===== src/rtl/dma_bus_arbiter.sv =====
// DMA/CPU bus arbiter for the 8227 memory bus: block copy engine that stalls
// the core via ready and seizes the bus only on a CPU read cycle.
//
// Ports:
//   clk, nrst            clock, synchronous active-low reset
//   start                one-cycle copy request (ignored while busy)
//   src_addr, dst_addr   copy source / destination start addresses
//   length               byte count, 0 means 256
//   busy, done           copy in progress / one-cycle completion pulse
//   bytes_left           remaining byte count
//   dma_grant            DMA drives the memory bus
//   cpu_ready            ready input of the core
//   cpu_*                core side of the bus
//   mem_*                memory/peripheral side of the bus
module dma_bus_arbiter #(
    parameter int unsigned BURST = 4
) (
    input  logic        clk,
    input  logic        nrst,
    input  logic        start,
    input  logic [15:0] src_addr,
    input  logic [15:0] dst_addr,
    input  logic [7:0]  length,
    output logic        busy,
    output logic        done,
    output logic [8:0]  bytes_left,
    output logic        dma_grant,
    output logic        cpu_ready,
    input  logic [7:0]  cpu_addr_high,
    input  logic [7:0]  cpu_addr_low,
    input  logic [7:0]  cpu_data_out,
    input  logic        cpu_read_not_write,
    output logic [7:0]  cpu_data_in,
    output logic [7:0]  mem_addr_high,
    output logic [7:0]  mem_addr_low,
    output logic [7:0]  mem_data_out,
    output logic        mem_read_not_write,
    input  logic [7:0]  mem_data_in
);

    localparam logic [7:0] BURST_W = 8'(BURST);

    typedef enum logic [2:0] {
        S_IDLE,
        S_HALT_REQ,
        S_RD,
        S_WR,
        S_RELEASE,
        S_DONE
    } state_t;

    state_t      state_q, state_d;
    logic [15:0] src_ptr_q, src_ptr_d;
    logic [15:0] dst_ptr_q, dst_ptr_d;
    logic [8:0]  count_q, count_d;
    logic [7:0]  burst_cnt_q, burst_cnt_d;
    logic [7:0]  buf_q, buf_d;

    logic [8:0]  count_dec;
    logic [7:0]  burst_inc;
    logic        dma_active;

    assign count_dec = count_q - 9'd1;
    assign burst_inc = burst_cnt_q + 8'd1;

    // State register
    always_ff @(posedge clk) begin
        if (!nrst) begin
            state_q     <= S_IDLE;
            src_ptr_q   <= '0;
            dst_ptr_q   <= '0;
            count_q     <= '0;
            burst_cnt_q <= '0;
            buf_q       <= '0;
        end else begin
            state_q     <= state_d;
            src_ptr_q   <= src_ptr_d;
            dst_ptr_q   <= dst_ptr_d;
            count_q     <= count_d;
            burst_cnt_q <= burst_cnt_d;
            buf_q       <= buf_d;
        end
    end

    // Next-state and datapath
    always_comb begin
        state_d     = state_q;
        src_ptr_d   = src_ptr_q;
        dst_ptr_d   = dst_ptr_q;
        count_d     = count_q;
        burst_cnt_d = burst_cnt_q;
        buf_d       = buf_q;
        unique case (state_q)
            S_IDLE: begin
                if (start) begin
                    src_ptr_d   = src_addr;
                    dst_ptr_d   = dst_addr;
                    count_d     = (length == 8'd0) ? 9'd256
                                                   : {1'b0, length};
                    burst_cnt_d = '0;
                    state_d     = S_HALT_REQ;
                end
            end
            S_HALT_REQ: begin
                // The core honours ready only on reads, so wait for one.
                if (cpu_read_not_write) begin
                    state_d = S_RD;
                end
            end
            S_RD: begin
                buf_d   = mem_data_in;
                state_d = S_WR;
            end
            S_WR: begin
                src_ptr_d = src_ptr_q + 16'd1;
                dst_ptr_d = dst_ptr_q + 16'd1;
                count_d   = count_dec;
                if (count_dec == 9'd0) begin
                    burst_cnt_d = burst_inc;
                    state_d     = S_DONE;
                end else if (burst_inc == BURST_W) begin
                    burst_cnt_d = '0;
                    state_d     = S_RELEASE;
                end else begin
                    burst_cnt_d = burst_inc;
                    state_d     = S_RD;
                end
            end
            S_RELEASE: state_d = S_HALT_REQ;
            S_DONE:    state_d = S_IDLE;
            default:   state_d = S_IDLE;
        endcase
    end

    // Outputs and bus mux
    always_comb begin
        dma_active = (state_q == S_RD) || (state_q == S_WR);
        // Reset drops the grant in the same cycle so an in-flight
        // write never reaches the bus.
        dma_grant  = dma_active && nrst;
        cpu_ready  = !((state_q == S_HALT_REQ) || dma_active);
        busy       = (state_q != S_IDLE);
        done       = (state_q == S_DONE);
        bytes_left = count_q;
        cpu_data_in = mem_data_in;
        if (dma_grant) begin
            if (state_q == S_RD) begin
                mem_addr_high      = src_ptr_q[15:8];
                mem_addr_low       = src_ptr_q[7:0];
                mem_read_not_write = 1'b1;
            end else begin
                mem_addr_high      = dst_ptr_q[15:8];
                mem_addr_low       = dst_ptr_q[7:0];
                mem_read_not_write = 1'b0;
            end
            mem_data_out = buf_q;
        end else begin
            mem_addr_high      = cpu_addr_high;
            mem_addr_low       = cpu_addr_low;
            mem_data_out       = cpu_data_out;
            mem_read_not_write = cpu_read_not_write;
        end
    end

endmodule


===== config.mk =====
export PLATFORM = sky130hd
export DESIGN_NAME = dma_bus_arbiter
export DESIGN_NICKNAME = d
export VERILOG_FILES = /design/src/rtl/dma_bus_arbiter.sv
export SDC_FILE = /design/constraint.sdc
export NUM_CORES = 1
export LEC_CHECK = 0
export BUFFER_PORTS_ARGS = -buffer_cell sky130_fd_sc_hd__buf_2
export CORE_AREA = 2 2 87 89
export DETAILED_ROUTE_END_ITERATION = 8
export DIE_AREA = 0 0 89 91
export MAX_ROUTING_LAYER = met4
export PLACE_DENSITY_LB_ADDON = 0.2
export SKIP_CTS_REPAIR_TIMING = 1
export SYNTH_ARGS = -nofsm -noshare
export SYNTH_HDL_FRONTEND = slang
export SYNTH_SLANG_ARGS = --single-unit

===== constraint.sdc =====
create_clock -name clk -period 3.5 [get_ports clk]
set_input_delay 0.175 -clock clk [delete_from_list [all_inputs] [get_ports clk]]
set_output_delay 0.175 -clock clk [all_outputs]
set_load 0.05 [all_outputs]

# Yosys cells after proc, flatten, opt, wreduce, memory -nomap -nowiden
# Cells that the tools add are included.
[word_totals]
regBits = 60
inputBits = 76
output_inout_bits = 46
wordCells = 52
[op_classes]
add_sub_neg = 4
eq_ne = 8
mux = 23
reduce_logical = 11
[ops]
columns = ["operator", "count"]
rows = [
  ["two-way mux 8 bit", 8],
  ["case mux 16 bit (2 select lines)", 2],
  ["adder 16 x 1 -> 16 bit, second input constant", 2],
  ["two-way mux 16 bit", 2],
  ["two-way mux 9 bit", 2],
  ["case mux 9 bit (2 select lines)", 1],
  ["case mux 8 bit (2 select lines)", 1],
  ["case mux 3 bit (5 select lines)", 1],
  ["two-way mux 3 bit", 4],
  ["zero test 9 bit", 1],
  ["subtractor 9 x 1 -> 9 bit, second input constant", 1],
  ["adder 8 x 1 -> 8 bit, second input constant", 1],
  ["== test 8 x 3 -> 1 bit, second input constant", 1],
  ["zero test 8 bit", 1],
  ["== test 3 x 2 -> 1 bit, second input constant", 2],
  ["== test 3 bit, second input constant", 2],
  ["inequality test 2 bit, second input constant", 2],
  ["AND reduction 2 bit", 2],
  ["== test 3 x 1 -> 1 bit, second input constant", 1],
  ["zero test 3 bit", 1],
  ["nonzero test 3 bit", 1],
  ["logical OR 1 bit", 2],
  ["two-way mux 1 bit", 2],
  ["nonzero test 2 bit", 1],
  ["2 further kinds", 2],
]

# Depth between registers and ports, before layout
[logic_depth]
ltp_word = 5
depth_mapped = 8

# Least setup slack after synthesis
# No wires, ideal clock.
[synth_path]
path_kind = "flip-flop to output port"
from = "register state_q[1]"
to = "output mem_addr_high[2]"
t_arrival_ps = 2365
setup_slack_ps = 960
stages_incl_launch_ff = 7
n_path_buf = 3
cell_sequence = "dfxtp_1 clkbuf_1 and2_1 buf_2 buf_2 a21oi_1 o21ai_0"
[synth_via]
elab_chain_len = 4
elab_cells_between_ends = 6
[synth_rtl]
columns = ["item", "line", "rtl"]
rows = [
  ["start, declared", "52", "state_t state_q, state_d;"],
  ["start signal, assigned", "76", "state_q <= state_d;"],
  ["== test 3 x 2 -> 1 bit, on equally long branches", "137, 147", ""],
  ["logical OR 1 bit", "137", "dma_active = (state_q == S_RD) || (state_q == S_WR);"],
  ["logical AND 1 bit", "140", "dma_grant = dma_active && nrst;"],
  ["two-way mux 8 bit (*)", "146", "if (dma_grant) begin"],
  ["end, declared", "34", "output logic [7:0] mem_addr_high,"],
]
# Every way passes the cells marked *; elsewhere a longest branch is shown, timed or not.

# Worst setup path in the final report
[layout_path]
from = "register state_q[1]"
to = "output mem_addr_high[3]"
# The elaborated chain is that of the path after synthesis.

==> results.cfg <==
[layout]
layout.nets = 698
fill_cells = 704
final_common_cell = buf_2
drive_gt1_share_pct = 25.85
area_growth_pct = 18.42
instances_no_fill = 718
diodes = 0
final_cell_mix = buf_2 (121), nand2_1 (96), dfxtp_1 (60)

[timing]
relSlewSlack_pct = 59.29
min_period_over_period_pct = 74.26
finalSetupViolCount = 0
slew_violations = 0
hold_viol = 0
finalClockSkew_ns = 0.006266
finalSetupTns_ns = 0
min_period_ns = 2.599
clock.fmax_mhz = 384.7
worst_slew_pin_slew_ns = 0.6092
rsz0062_at_grt = no

[die]
initial_utilization_pct = 54.26
die_h_um = 91
boundaryPins = 122
dieWidth_um = 89
die-area_mm2 = 0.008099
num_rows = 31
fp.coreArea_mm2 = 0.007137

[route]
post_drt_wl_per_cell_um = 15.79
ant_nets = 0
via_count = 4274
via_per_inst = 5.953
routed_wl_um = 11340
dr.first_iter.drc_count = 305
first_pass_iters = 5
drc = 0

[pwr]
p_leak_uw = 0.001970
p_int_uw = 1387
netSwitchingFraction_pct = 45.35
netSwitchingPower_uw = 1151
p_seq_share_pct = 36.3
peakVddDrop_mv = 0.3719
combPwrFrac_pct = 42.7
power.share.clock_pct = 21.0
p_per_area_mw_per_mm2 = 553.6

[global_routing]
grt_pass1_wl_um = 18330
antenna_found_initial = 0
use_met2_pct = 46.70
grt_max_degree = 46
use_met3_pct = 7.091
met1_usage_pct = 35.27
grt_pass1_vias = 3982
grt_usage_pct = 28.91
busiest_layer = met2
overflow = 0

[status]
status = finished, final reports clean

[clock_network]
h-tree-depth = 3
cts_sinks = 60
cts_buffer_depth = 2
cts-buffers-inserted = 9
cts_tree = built
clockRootBuffer = clkbuf_8
clock_latency_ns = 0.34
path_clk_slew_ns = 0.07

[synthesis]
ys.flop_type = dfxtp_1
ys_async_sr_fraction_pct = 0
synth_cells = 522
synth_area_mm2 = 0.003872
synth.distinct_cells = 72
synth_edf_count = 0
seq_area_frac_synth_pct = 31.02
synth_nets = 604
synth-seq-cells = 60
ys.warnings.count = 0
synth.avg_cell_area_um2 = 7.419

[min_path]
hold_path_class = in2reg

[setup_path]
path_class = reg2out
critPathLaunchType = flip-flop
cp_top_family = buffers and inverters
cp_slowest_cell = dfxtp_1
critPathBufInv = 2
worstPathCellList = nor2b_1 > nand2_1 > buf_4 > o21ai_0 > buf_2
cp-end-kind = output pin
slowest_delay_ns = 0.64
required_ns = 3.32
path_max_fanout = 22
cp.arrival_ns = 2.42

[job]
maxCapViolations = 0

[placement]
gp_congestion = 0.9216
dpl.cell_count = 704
place_hpwl_um = 7858
port-buffer-count = 121
## cell usage after synthesis (all sizes together) (9+ instances only)
| cell type | n | share of area (%) |
|---|---|---|
| nor2 | 27 | 2.6 |
| a21oi | 57 | 7.4 |
| nand3 | 19 | 2.5 |
| a31oi | 11 | 1.8 |
| nor4 | 9 | 2.2 |
| nand2 | 96 | 9.3 |
| buf | 19 | 3.2 |
| o21ai | 51 | 6.6 |
| clkbuf | 26 | 2.8 |
| nor3 | 13 | 1.9 |
| and3 | 12 | 1.9 |
| dfxtp | 60 | 31 |
| mux2i | 14 | 3.6 |
## power groups by stage
| stage | combinational, uW | sequential, uW | clock [uW] |
|---|---|---|---|
| floorplan | 796 | 951 | 0 |
| global placement | 1060 | 921 | 0 |
| detailed placement | 1080 | 930 | 0 |
| CTS | 1080 | 915 | 541 |
| global route | 1180 | 937 | 570 |
| finish | 1080 | 920 | 534 |
## cells by family (layout without fill, tap and decap cells)
family	after synthesis	in the layout	synth area share (%)
simple gates	214	214	28.14
compound gates	168	168	26.85
flops	60	60	31.02
buf+inv	55	152	7.108
mux	17	17	4.491
fa+ha+maj	6	6	1.939
xor+xnor	2	2	0.4524
## worst reg2reg max path: cells and delay by family, from the launching register on
kind | cells | cell delay [ns]
AOI/OAI and AO/OA | 1 | 0.18
DFF | 1 | 0.64
and+or+nand+nor | 4 | 1.46
## final cells by class
class	count	area, um^2	share of cell area [%]
Clock buffer	11	141.4	3.083
Sequential cell	60	1201	26.19
Inverter	9	33.78	0.7367
Tap cell	99	123.9	2.701
Clock inverter	3	15.01	0.3274
Timing Repair Buffer	129	665.6	14.52
Multi-Input combinational cell	407	2405	52.44
## state kept, by name, indices dropped and copies added, names as in the netlist
signal	flops
state_q	3
buf_q	8
burst_cnt_q	8
src_ptr_q	16
bytes_left	9
dst_ptr_q	16
## path summary, 6_finish.rpt
path | startpoint | to | slack (ns) | cells after the start
max | state_q[1]$_SDFFE_PN0P_ | mem_addr_high[3] | 0.90 | 5
min | dst_addr[12] | dst_ptr_q[12]$_SDFFE_PN0P_ | 0.07 | 3
max reg2reg | state_q[1]$_SDFFE_PN0P_ | dst_ptr_q[13]$_SDFFE_PN0P_ | 1.15 | 5
min reg2reg | buf_q[0]$_SDFFE_PN0P_ | buf_q[0]$_SDFFE_PN0P_ | 0.46 | 2
## through the flow
stage	total power, uW	util [%]	hold WS (ns)	setup slack, ns	area (um^2)
3_3_place_gp	1982	62.06	0.4207	1.294	4429
5_1_grt	2685	64.25	0.07987	0.6624	4586
2_1_floorplan	1747	-	0.3110	0.9600	3872
4_1_cts	2539	64.25	0.06414	0.8869	4586
3_5_place_dp	2010	62.06	0.4298	1.202	4429
6_report	2539	64.25	0.07169	0.9008	4586
## routing by layer
metal	wire (um)	up-vias	share of wire (%)
met5	0	-	0
met4	198	0	1.7
met3	914	19	8.1
met2	5493	189	48
met1	4731	1969	42
li1	-	2097	-
(Power assumes the default switching activity.)
